<file path="src/rtl/uart_tx_arbiter_pkg.sv">
// Shared definitions for the two-requester UART transmitter: FSM states, frame shape, divider.
// No logic of its own; latency and backpressure are defined by the modules that import it.
// Idle line level and frame length are kept here so the arbiter and any receiver model agree.
package uart_tx_arbiter_pkg;

    typedef enum logic [1:0] {
        ST_IDLE  = 2'd0,
        ST_START = 2'd1,
        ST_DATA  = 2'd2,
        ST_STOP  = 2'd3
    } tx_state_e;

    localparam int   FRAME_BITS = 10;
    localparam int   DATA_BITS  = FRAME_BITS - 2;
    localparam logic LINE_IDLE  = 1'b1;

    // Rounded clock cycles per bit; callers must keep the result >= 2.
    function automatic int calc_div(input int clk_hz, input int baud);
        return (clk_hz + baud / 2) / baud;
    endfunction

endpackage

</file>
<file path="src/rtl/uart_baud_tick.sv">
// Bit-period counter: counts 0..DIV-1 and flags the last cycle of each bit period.
// Latency: tick is combinational from the count; clear takes effect on the next edge.
// No backpressure; free-running unless cleared.
module uart_baud_tick #(
    parameter int DIV = 10
) (
    input  logic clk,
    input  logic rst_n,
    input  logic clear,
    output logic tick
);

    localparam int            CW   = (DIV > 1) ? $clog2(DIV) : 1;
    localparam logic [CW-1:0] LAST = CW'(DIV - 1);

    logic [CW-1:0] cnt;

    always_ff @(posedge clk or negedge rst_n) begin
        if (!rst_n) begin
            cnt <= '0;
        end else if (clear || cnt == LAST) begin
            cnt <= '0;
        end else begin
            cnt <= cnt + CW'(1);
        end
    end

    assign tick = (cnt == LAST);

endmodule

</file>
<file path="src/rtl/uart_tx_arbiter.sv">
// Two byte requesters share one 8N1 TX line, round-robin per frame, frame start gated by CTS.
// Latency: tx falls on the first edge after the valid/ready handshake; a frame lasts 10*DIV cycles.
// Backpressure: ready is offered only in IDLE with CTS clear, to at most one requester at a time.
module uart_tx_arbiter
    import uart_tx_arbiter_pkg::*;
#(
    parameter int CLK_HZ = 100_000_000,
    parameter int BAUD   = 115200,
    parameter bit CTS_EN = 1'b1
) (
    input  logic       clk,
    input  logic       rst_n,
    input  logic [7:0] s0_data,
    input  logic       s0_valid,
    output logic       s0_ready,
    input  logic [7:0] s1_data,
    input  logic       s1_valid,
    output logic       s1_ready,
    input  logic       cts,
    output logic       tx,
    output logic       rts,
    output logic       busy,
    output logic       grant_id
);

    localparam int DIV = calc_div(CLK_HZ, BAUD);
    localparam logic [2:0] LAST_BIT = 3'(DATA_BITS - 1);

    tx_state_e  state;
    logic [7:0] shift;
    logic [2:0] bit_cnt;
    logic       last_grant;
    logic       cts_meta, cts_sync;
    logic       cts_ok;
    logic       hs;
    logic       hs_sel;
    logic [7:0] hs_dat;
    logic       tick;

    // cts is asynchronous; flops reset to "not clear" so nothing starts before it is seen low.
    always_ff @(posedge clk or negedge rst_n) begin
        if (!rst_n) begin
            cts_meta <= 1'b1;
            cts_sync <= 1'b1;
        end else begin
            cts_meta <= cts;
            cts_sync <= cts_meta;
        end
    end

    assign cts_ok = !CTS_EN || !cts_sync;

    // With both pending, the requester that did not own the last frame wins.
    always_comb begin
        s0_ready = 1'b0;
        s1_ready = 1'b0;
        if (state == ST_IDLE && cts_ok) begin
            if (s0_valid && (!s1_valid || last_grant)) begin
                s0_ready = 1'b1;
            end else if (s1_valid) begin
                s1_ready = 1'b1;
            end
        end
    end

    assign hs     = (s0_valid && s0_ready) || (s1_valid && s1_ready);
    assign hs_sel = s1_ready;
    assign hs_dat = s1_ready ? s1_data : s0_data;
    assign rts    = 1'b0;

    uart_baud_tick #(
        .DIV (DIV)
    ) u_baud (
        .clk   (clk),
        .rst_n (rst_n),
        .clear (hs),
        .tick  (tick)
    );

    always_ff @(posedge clk or negedge rst_n) begin
        if (!rst_n) begin
            state      <= ST_IDLE;
            shift      <= '0;
            bit_cnt    <= '0;
            last_grant <= 1'b1;
            grant_id   <= 1'b0;
            tx         <= LINE_IDLE;
            busy       <= 1'b0;
        end else begin
            case (state)
                ST_IDLE: begin
                    tx <= LINE_IDLE;
                    if (hs) begin
                        state      <= ST_START;
                        shift      <= hs_dat;
                        bit_cnt    <= '0;
                        grant_id   <= hs_sel;
                        last_grant <= hs_sel;
                        tx         <= ~LINE_IDLE;
                        busy       <= 1'b1;
                    end
                end
                ST_START: begin
                    if (tick) begin
                        state <= ST_DATA;
                        tx    <= shift[0];
                    end
                end
                ST_DATA: begin
                    if (tick) begin
                        if (bit_cnt == LAST_BIT) begin
                            state <= ST_STOP;
                            tx    <= LINE_IDLE;
                        end else begin
                            bit_cnt <= bit_cnt + 3'd1;
                            shift   <= shift >> 1;
                            tx      <= shift[1];
                        end
                    end
                end
                ST_STOP: begin
                    if (tick) begin
                        state <= ST_IDLE;
                        busy  <= 1'b0;
                    end
                end
                default: begin
                    state <= ST_IDLE;
                    tx    <= LINE_IDLE;
                    busy  <= 1'b0;
                end
            endcase
        end
    end

endmodule

</file>
<file path="config.mk">
export PLATFORM = sky130hd
export DESIGN_NAME = uart_tx_arbiter
export DESIGN_NICKNAME = d
export VERILOG_FILES = /design/src/rtl/uart_tx_arbiter_pkg.sv /design/src/rtl/uart_baud_tick.sv /design/src/rtl/uart_tx_arbiter.sv
export SDC_FILE = /design/constraint.sdc
export NUM_CORES = 1
export LEC_CHECK = 0
export BUFFER_PORTS_ARGS = -buffer_cell sky130_fd_sc_hd__clkbuf_2
export CAP_MARGIN = 20
export CORE_ASPECT_RATIO = 1.2
export CORE_MARGIN = 8
export CORE_UTILIZATION = 60
export CTS_CLUSTER_DIAMETER = 200
export DETAILED_ROUTE_END_ITERATION = 8
export GPL_TIMING_DRIVEN = 0
export HOLD_SLACK_MARGIN = 0.02
export PLACE_DENSITY = 0.95
export SLEW_MARGIN = 20
export SYNTH_ARGS = -nofsm -noshare
export SYNTH_HDL_FRONTEND = slang
export SYNTH_SLANG_ARGS = --single-unit
</file>
<file path="constraint.sdc">
create_clock -name clk -period 3.5 [get_ports clk]
set_input_delay 0.7 -clock clk [delete_from_list [all_inputs] [get_ports clk]]
set_output_delay 0.7 -clock clk [all_outputs]
set_load 0.02 [all_outputs]
</file>
==> results of run 1 <==
## metrics by stage
step           area, sq um  utilization (%)  hold WS (ps)
4_1_cts               1910             69.8           362
5_1_grt               1910             69.8           365
2_1_floorplan         1670                -           345
3_3_place_gp          1840             67.3           346
6_report              1910             69.8           360
3_5_place_dp          1840             67.3           349
## power breakdown
part / internal [uW] / total [uW] / switching [uW] / leakage (uW)
clock network: 116 / 230 / 113 / 0.0000413
registers: 479 / 580 / 101 / 0.000357
logic: 372 / 757 / 385 / 0.000519
total: 967 / 1570 / 600 / 0.000917
## worst paths after layout
path                       slack [ps]                      end               startpoint  cells after the start
max in group asynchronous        2650  u_baud.cnt[0]$_DFF_PN0_                    rst_n                      1
min                               360       cts_sync$_DFF_PN1_       cts_meta$_DFF_PN1_                      0
max                              1020                 s1_ready     state[0]$_DFFE_PN0P_                      5
min in group asynchronous         400     grant_id$_DFFE_PN0P_                    rst_n                      1
max reg2reg                      1530     state[1]$_DFFE_PN0P_  u_baud.cnt[0]$_DFF_PN0_                      5
min reg2reg                       360       cts_sync$_DFF_PN1_       cts_meta$_DFF_PN1_                      0
## worst max-delay path, stage by stage, from the launching register on
cell      delay, ps
dfrtp_1         410
inv_1           130
ha_1            280
nand3b_1        290
nor2_1          170
clkbuf_2        180
## registers in the layout (all words and copies together), names as in the netlist
| register | count |
|---|---|
| busy | 1 |
| last_grant | 1 |
| state | 2 |
| cts_sync | 1 |
| bit_cnt | 3 |
| u_baud.cnt | 10 |
| shift | 8 |
| grant_id | 1 |
| cts_meta | 1 |
| tx | 1 |
## cell usage in the layout (no fill, tap or decap), drive strengths merged, types with 7 or more instances in the layout
cell type and count:
a21oi 11, a31oi 8, clkbuf 36, dfrtp 25, ha 8, inv 8
mux2 11, nand2 7, nor2 20, nor2b 10, o21ai 13
## cell families (layout without fill, tap and decap cells)
| group | Yosys count | after routing | synth area share (%) |
|---|---|---|---|
| AO/OA/AOI/OAI | 34 | 34 | 11.5 |
| AND/OR/NAND/NOR | 57 | 57 | 18.7 |
| adder cells (fa/ha/maj) | 8 | 8 | 5.99 |
| flip-flops | 29 | 29 | 43.7 |
| XOR/XNOR | 8 | 8 | 4.19 |
| multiplexers | 15 | 15 | 11.6 |
| buffers and inverters | 15 | 48 | 4.12 |
| other | 1 | 1 | 0.225 |
## per-layer routing
metal	vias up	routed length (microns)	global-route usage, %
met3	5	273	7.32
met5	-	0	0
met1	611	1300	16.1
met2	41	1670	25.8
met4	0	31	4.13
li1	643	-	-
## area by class of cell
class | count | share of cell area, %
timing repair buffer | 25 | 6.56
sequential | 29 | 38.3
clock inverter | 1 | 0.262
tap | 34 | 2.23
buffer | 7 | 2.03
inverter | 8 | 1.57
clock buffer | 7 | 3.41
multi-input combinational | 123 | 45.6
==> results.yml, run 1 <==
routing:
  vias: 1300
  route.detailed.drc: 0
  wl_per_cell_microns: 14.0
  drt_iter0_markers: 99
  via_per_inst: 5.56
  dr.pass1.iters: 4
  totalWireLength_microns: 3280
  antenna_left: 0
pwr:
  fin_total_pwr_uw: 1570
  irDropWorstVdd_v: 0.000534
  powerDensity_nw_per_um2: 821
  p_leak_uw: 0.000917
logic_synthesis:
  async_flop_share_pct: 100
  yosysTopAreaCellShare_pct: 37.5
  yosysWarnings: 0
  synth-edff-count: 0
  ys_types: 37
  synth_commonest_cells: "25 x dfrtp_1, 20 x nor2_1, 11 x a21oi_1, 10 x nor2b_1, 10 x o21ai_0"
  syn-cell-area_sq_um: 1670
  yosysSeqAreaShare_pct: 43.7
  synth.most_common_cell: "dfrtp_1"
  synth_seq_cells: 29
  netlist_instances: 167
  synth.area.top_cells: "dfrtp_1 37%, mux2_4 7.2%, dfstp_2 6.3%, ha_1 6.0%, nor2_1 4.5%"
  syn_avg_cell_area_sq_um: 10.0
  ys.flop_type: "dfrtp_1"
  synth_area_leader_cell: "dfrtp_1"
  syn-num-nets: 196
final_layout:
  drive_gt1_share_pct: 26.0
  layoutNonFillerInstCount: 234
  diodes: 0
  fin_nets: 228
  regArea_sq_um: 731
  area_growth_syn_to_layout_pct: 14.2
  final.fill_count: 207
  multi_input_area_sq_um: 871
cts:
  insertion_delay_ps: 320
  cts_tree: "done"
  numCtsBuffers: 5
  cts.clk_slew.worst_paths_ps: 90
  ctsHtreeMaxLevel: 2
  root_buffer: "clkbuf_4"
  holdBufCountCts: 0
  post_cts_buffers: 0
  clockBufferDepth: 2
  cts_sinks: 29
  post_cts_resized: 0
sta:
  skew_ps: 3.22
  rsz0062_at_grt: "false"
  slew_violations: 0
  tns_ps: 0
  slew_headroom_pct: 53.7
  fmax_mhz: 403
  setup_violations: 0
  post-route-worst-setup-slack_ps: 1020
  hold_viol: 0
  post-route-period-util_pct: 70.9
  worst_pin_slew_ps: 695
  fin_crit_ps: 2480
die:
  dieWidth_microns: 64.2
  die_h_microns: 73.8
  start_util_pct: 61.1
  rows: 21
  core_region_area_sq_um: 2730
  ios: 27
  die_area_sq_um: 4740
place:
  numPortBuffers: 25
  place_ws_ps: 1280
  placedCellCount: 226
  dp_hpwl_microns: 2440
  place_congestion: 0.814
grt:
  grt_pass1_wl_microns: 5660
  grt_pass1_vias: 1278
  grt_usage_pct: 15.1
  antenna_found_initial: 0
  overflow: 0
  grt_max_degree: 30
outcome:
  status: "finished clean"
worst_hold_path:
  worstHoldPathType: "flop to flop"
worst_setup_path:
  cp.required_ps: 2800
  end_kind: "output port"
  criticalPathCategory: "flop to output port"
  cp_max_fo: 10
  worstSetupStartpointType: "flop"
  crit_arrival_ps: 1780
flow_run:
  cap_violations: 0
(Power assumes the default switching activity.)
==> run 2, diff against run 1 <==
CORE_UTILIZATION = 56   (was 60)
PLACE_DENSITY = 0.9   (was 0.95)
clock period = 2.5 ns   (was 3.5 ns; I/O delays follow)
==> run 2 against run 1 <==
Design area shrank 0.59%. Clock skew grew 7.7 ps. Sequential power grew 41%. Global-route usage grew 0.13 points. Sequential cell count is the same. Die area grew 5.5%. Clock power grew 28%.
==> results.yml, run 2 (synthesized netlist as in run 1, its figures left out) <==
final_layout:
  final.fill_count: 213
  top_register: "u_baud.cnt"
  diodes: 0
  layoutNonFillerInstCount: 234
  fin_nets: 228
  drive_gt1_share_pct: 25.0
  area_growth_syn_to_layout_pct: 13.6
  final_cell_mix: "25 x dfrtp_1, 25 x clkbuf_2, 20 x nor2_1"
  largest_reg_flops: 10
  top_regs: "u_baud.cnt x10, shift x8, bit_cnt x3"
worst_setup_path:
  cp_max_fo: 10
  worstSetupStartpointType: "flop"
  cp.required_ps: 2000
  end_kind: "output port"
  criticalPathCategory: "flop to output port"
  crit_arrival_ps: 1780
place:
  place_congestion: 0.844
  dp_hpwl_microns: 2420
  numPortBuffers: 25
  placedCellCount: 226
die:
  core_region_area_sq_um: 2810
  ios: 27
  rows: 21
  die_area_sq_um: 4990
  dieWidth_microns: 65.9
  start_util_pct: 59.4
  die_h_microns: 75.8
routing:
  dr.pass1.iters: 4
  drt_iter0_markers: 85
  wl_met1_microns: 1380
  wl_per_cell_microns: 14.4
  top_layer: "met4"
  totalWireLength_microns: 3380
  met3WireLength_microns: 289
  vias: 1292
  route.detailed.drc: 0
  met2_length_microns: 1630
  via_per_inst: 5.52
  antenna_left: 0
worst_hold_path:
  worstHoldPathType: "primary input to async pin"
cts:
  holdBufCountCts: 0
  ctsHtreeMaxLevel: 2
  numCtsBuffers: 5
  post_cts_buffers: 0
  cts_tree: "done"
  root_buffer: "clkbuf_4"
  clockBufferDepth: 2
  insertion_delay_ps: 330
  cts_sinks: 29
  cts.clk_slew.worst_paths_ps: 90
  post_cts_resized: 0
grt:
  antenna_found_initial: 0
  grt_pass1_wl_microns: 5790
  overflow: 0
  grt_pass1_vias: 1311
  grt_usage_pct: 15.2
  grt_max_degree: 30
sta:
  slew_headroom_pct: 52.6
  worst_pin_slew_ps: 712
  slew_violations: 0
  fin_crit_ps: 2280
  tns_ps: 0
  hold_viol: 0
  post-route-period-util_pct: 91.1
  setup_violations: 0
  fmax_mhz: 439
  skew_ps: 11.0
  rsz0062_at_grt: "false"
flow_run:
  cap_violations: 0
pwr:
  powerDensity_nw_per_um2: 1150
  irDropWorstVdd_v: 0.000799
  p_leak_uw: 0.000908
outcome:
  status: "finished clean"
==> run 2: changes by cell type in the layout (fill, tap and decap cells not counted) <==
cell	change
clkbuf_8	-1
clkbuf_1	+2
clkinv_2	-1
==> run 2: worst paths after layout <==
kind,cells past startpoint,from,slack [ps],to
max reg2reg,6,u_baud.cnt[0]$_DFF_PN0_,490,shift[2]$_DFFE_PN0P_
min,1,rst_n,210,grant_id$_DFFE_PN0P_
max in group asynchronous,1,rst_n,1840,u_baud.cnt[5]$_DFF_PN0_
min reg2reg,0,cts_meta$_DFF_PN1_,360,cts_sync$_DFF_PN1_
min in group clk,1,cts,250,cts_meta$_DFF_PN1_
max,5,state[0]$_DFFE_PN0P_,220,s1_ready
==> run 2: routing by layer <==
metal  vias up  global-route usage [%]
met5         -                       0
met4         0                    8.74
met3         8                    6.32
met2        48                    25.4
met1       598                    15.7
li1        638                       -
==> run 2: cell type report <==
cell class | instances | area, sq um | area share, %
multi-input cells | 123 | 871 | 45.9
flip-flops and latches | 29 | 731 | 38.5
repair buffers | 25 | 125 | 6.60
clock buffers | 8 | 58.8 | 3.10
well taps | 34 | 42.5 | 2.24
plain buffers | 7 | 38.8 | 2.04
inverters | 8 | 30.0 | 1.58
==> run 2: worst max-delay path, stage by stage (launching register included) <==
cell      delay [ps]
dfrtp_1          410
inv_1            130
ha_1             280
nand3b_1         280
nor2_1           160
clkbuf_2         190
==> run 2: power breakdown <==
part,switching (uW),leakage (uW),internal (uW)
Sequential,147,0.000357,671
Clock,155,0.0000326,138
Combinational,543,0.000519,520
==> run 2: per-stage QoR <==
stage	instance area, sq um	setup slack, ps	utilization (%)	power [uW]	hold WS (ps)
4_1_cts	1900	215	67.5	2190	212
3_3_place_gp	1840	550	65.4	1830	346
3_5_place_dp	1840	543	65.4	1870	349
6_report	1900	222	67.5	2170	205
2_1_floorplan	1670	646	-	1640	204
5_1_grt	1900	87.3	67.5	2350	227
==> run 3, diff against run 2 <==
BUFFER_PORTS_ARGS = unset   (was -buffer_cell sky130_fd_sc_hd__clkbuf_2)
CORE_UTILIZATION = 41   (was 56)
DONT_BUFFER_PORTS = 1   (was unset)
PLACE_DENSITY = 0.66   (was 0.9)
SYNTH_HIERARCHICAL = 1   (was unset)
==> run 3 against run 2 <==
Sequential power is 41% lower. Synthesized area grew 1.7%. Critical path depth grew 2. Clock skew is 4.2 ps lower. Critical endpoint is now shift[6]$_DFFE_PN0P_. Sequential share of layout area grew 0.26 points. Worst setup slack got worse by 38 ps. Global-route usage is 2.8 points lower. Utilization shrank 20 points. Sequential cell count did not move. Clock power rose by 25%.
==> results.yml, run 3 <==
worst_setup_path:
  end_kind: "flop"
  cp.buffers_inverters: 1
  cp_max_fo: 10
  crit_arrival_ps: 2470
  crit_path_max_incr_delay_ps: 580
  worstSetupStartpointType: "flop"
  cp.required_ps: 2660
  rr_worst_depth: 7
  cp_num_cells: 7
  critPathSlowestCell: "or4_4"
  path_delay_family: "simple AND/OR/NAND/NOR gates"
  crit_chain: "or4_4, nor3_2, nand3b_1, a22o_4, clkbuf_1, nand2_1, o41ai_2"
  criticalPathCategory: "flop to flop"
logic_synthesis:
  ys_types: 43
  syn-cell-area_sq_um: 1700
  async_flop_share_pct: 100
  yosysTopAreaCellShare_pct: 36.8
  synth_area_leader_cell: "dfrtp_1"
  syn_avg_cell_area_sq_um: 9.88
  synth.most_common_cell: "dfrtp_1"
  yosysWarnings: 6
  netlist_instances: 172
  ys.flop_type: "dfrtp_1"
  synth_seq_cells: 29
  synth.area.top_cells: "dfrtp_1 37%, o41ai_2 6.7%, ha_1 6.6%, dfstp_2 6.2%, nand2_1 4.6%"
  syn-num-nets: 202
  synth-edff-count: 0
  yosysSeqAreaShare_pct: 43.0
  synth_commonest_cells: "25 x dfrtp_1, 21 x nand2_1, 15 x nor3_1, 12 x nor2_1, 11 x o21ai_0"
sta:
  fin_crit_ps: 2320
  post-route-period-util_pct: 92.7
  skew_ps: 6.72
  setup_violations: 0
  slew_violations: 0
  worst_pin_slew_ps: 507
  rsz0062_at_grt: "false"
  tns_ps: 0
  slew_headroom_pct: 65.8
  post-route-worst-setup-slack_ps: 183
  fmax_mhz: 432
  hold_viol: 0
routing:
  antenna_left: 0
  route.detailed.drc: 0
  vias: 1297
  totalWireLength_microns: 3590
  via_per_inst: 5.50
  wl_per_cell_microns: 15.2
  drt_iter0_markers: 19
  dr.pass1.iters: 4
grt:
  grt_usage_pct: 12.4
  grtUsageMet3_pct: 5.66
  use_met2_pct: 20.5
  grt_use_met1_pct: 13.2
  overflow: 0
  antenna_found_initial: 0
  grt_pass1_vias: 1333
  grt_max_degree: 26
  grt_busiest_layer: "met2"
  grt_pass1_wl_microns: 6090
pwr:
  seqPwrFrac_pct: 54.5
  p_sw_uw: 200
  intPower_uw: 688
  p_leak_uw: 0.000810
  pwr-share-comb_pct: 3.9
  switching_share_pct: 22.5
  clkPwrFrac_pct: 41.5
  powerDensity_nw_per_um2: 471
  irDropWorstVdd_v: 0.000326
cts:
  ctsHtreeMaxLevel: 2
  cts_sinks: 29
  cts_tree: "done"
  cts.clk_slew.worst_paths_ps: 60
  root_buffer: "clkbuf_8"
  insertion_delay_ps: 280
  clockBufferDepth: 2
  numCtsBuffers: 5
final_layout:
  largest_reg_flops: 10
  layoutNonFillerInstCount: 236
  layout_commonest_cell: "dfrtp_1"
  drive_gt1_share_pct: 17.6
  diodes: 0
  top_regs: "u_baud/cnt x10, shift x8, bit_cnt x3"
  final_cell_mix: "25 x dfrtp_1, 21 x nand2_1, 14 x nor3_1"
  top_register: "u_baud/cnt"
  final_util_pct: 47.4
  fin_nets: 211
  area_growth_syn_to_layout_pct: 10.9
place:
  dp_hpwl_microns: 2660
  numPortBuffers: 0
  place_congestion: 0.773
  placedCellCount: 226
  place_ws_ps: -21.4
flow_run:
  cap_violations: 0
die:
  die_h_microns: 86.5
  die_area_sq_um: 6470
  core_region_area_sq_um: 3970
  rows: 25
  dieWidth_microns: 74.8
  ios: 27
  start_util_pct: 42.8
outcome:
  status: "finished clean"
worst_hold_path:
  worstHoldPathType: "primary input to async pin"
-- run 3: cell types whose count changed after synthesis, sizes merged, moves of 3 or more --
cell / previous run / this run
mux2: 11 / 1
nor3: 4 / 15
a22o: 0 / 3
nor2b: 10 / 7
a21oi: 11 / 5
nand2: 7 / 22
o41ai: 0 / 7
o31ai: 0 / 5
a31oi: 8 / 0
or3: 0 / 3
xnor2: 6 / 1
nor2: 20 / 12
-- run 3: path summary, 6_finish.rpt --
check | endpoint | from | slack, ps
min in group clk | cts_meta$_DFF_PN1_ | cts | 210
max in group asynchronous | u_baud/cnt[3]$_DFF_PN0_ | rst_n | 1710
worst max-delay path | shift[6]$_DFFE_PN0P_ | u_baud/cnt[3]$_DFF_PN0_ | 180
worst min-delay path | tx$_DFFE_PN1P_ | rst_n | 60
worst max register to register | shift[6]$_DFFE_PN0P_ | u_baud/cnt[3]$_DFF_PN0_ | 180
worst min register to register | cts_sync$_DFF_PN1_ | cts_meta$_DFF_PN1_ | 370
-- run 3: per-stage QoR --
step           instance area [sq um]  total power (uW)  hold slack, ps
2_1_floorplan                   1700               511             204
3_3_place_gp                    1770               513             206
3_5_place_dp                    1770               515             206
4_1_cts                         1870               899            26.6
5_1_grt                         1880               932            36.9
6_report                        1880               887            59.2
-- run 3: metal layers --
layer,part of all wire (%),routed length [microns]
met5,0,0
met4,1.5,53
met3,6.9,249
met2,51,1830
met1,41,1460
-- run 3: final cells by class --
type	count	area [sq um]
clock inverters	2	10.0
multi-input cells	130	906
inverters	7	31.3
repair buffers	2	30.0
flip-flops and latches	29	731
well taps	54	67.6
fillers	385	2090
plain buffers	6	36.3
clock buffers	6	72.6
-- run 3: power by group through the flow --
stage | logic, uW | clock network, uW | registers (uW)
final | 34.9 | 368 | 484
after global placement | 21.4 | 0 | 492
after global routing | 39.2 | 408 | 484
after floorplan | 20.2 | 0 | 491
after detailed placement | 22.5 | 0 | 492
after CTS | 34.1 | 380 | 484
-- run 3: cell families (layout without fill, tap and decap cells) --
kind of cell	count (synthesis)	after routing	synth area share, %
AO/OA/AOI/OAI	37	37	19.4
multiplexers	3	3	1.84
other	1	1	0.221
flip-flops	29	29	43.0
AND/OR/NAND/NOR	77	77	23.3
XOR/XNOR	3	3	1.55
adder cells (fa/ha/maj)	9	9	6.63
buffers and inverters	13	23	3.98
-- run 3: repair_timing --
| action | 4_1_cts | 5_1_grt |
|---|---|---|
| hold endpoints to repair | 25 | 3 |
| hold buffers | 1 | 1 |
| setup buffers | 0 | 0 |
| setup endpoints to repair | 8 | 0 |
| resized for setup | 1 | 0 |
-- run 3: worst reg2reg max path, stage by stage (launching register included) --
cell,delay (ps)
dfrtp_1,420
or4_4,580
nor3_2,340
nand3b_1,140
a22o_4,270
clkbuf_1,240
nand2_1,150
o41ai_2,70
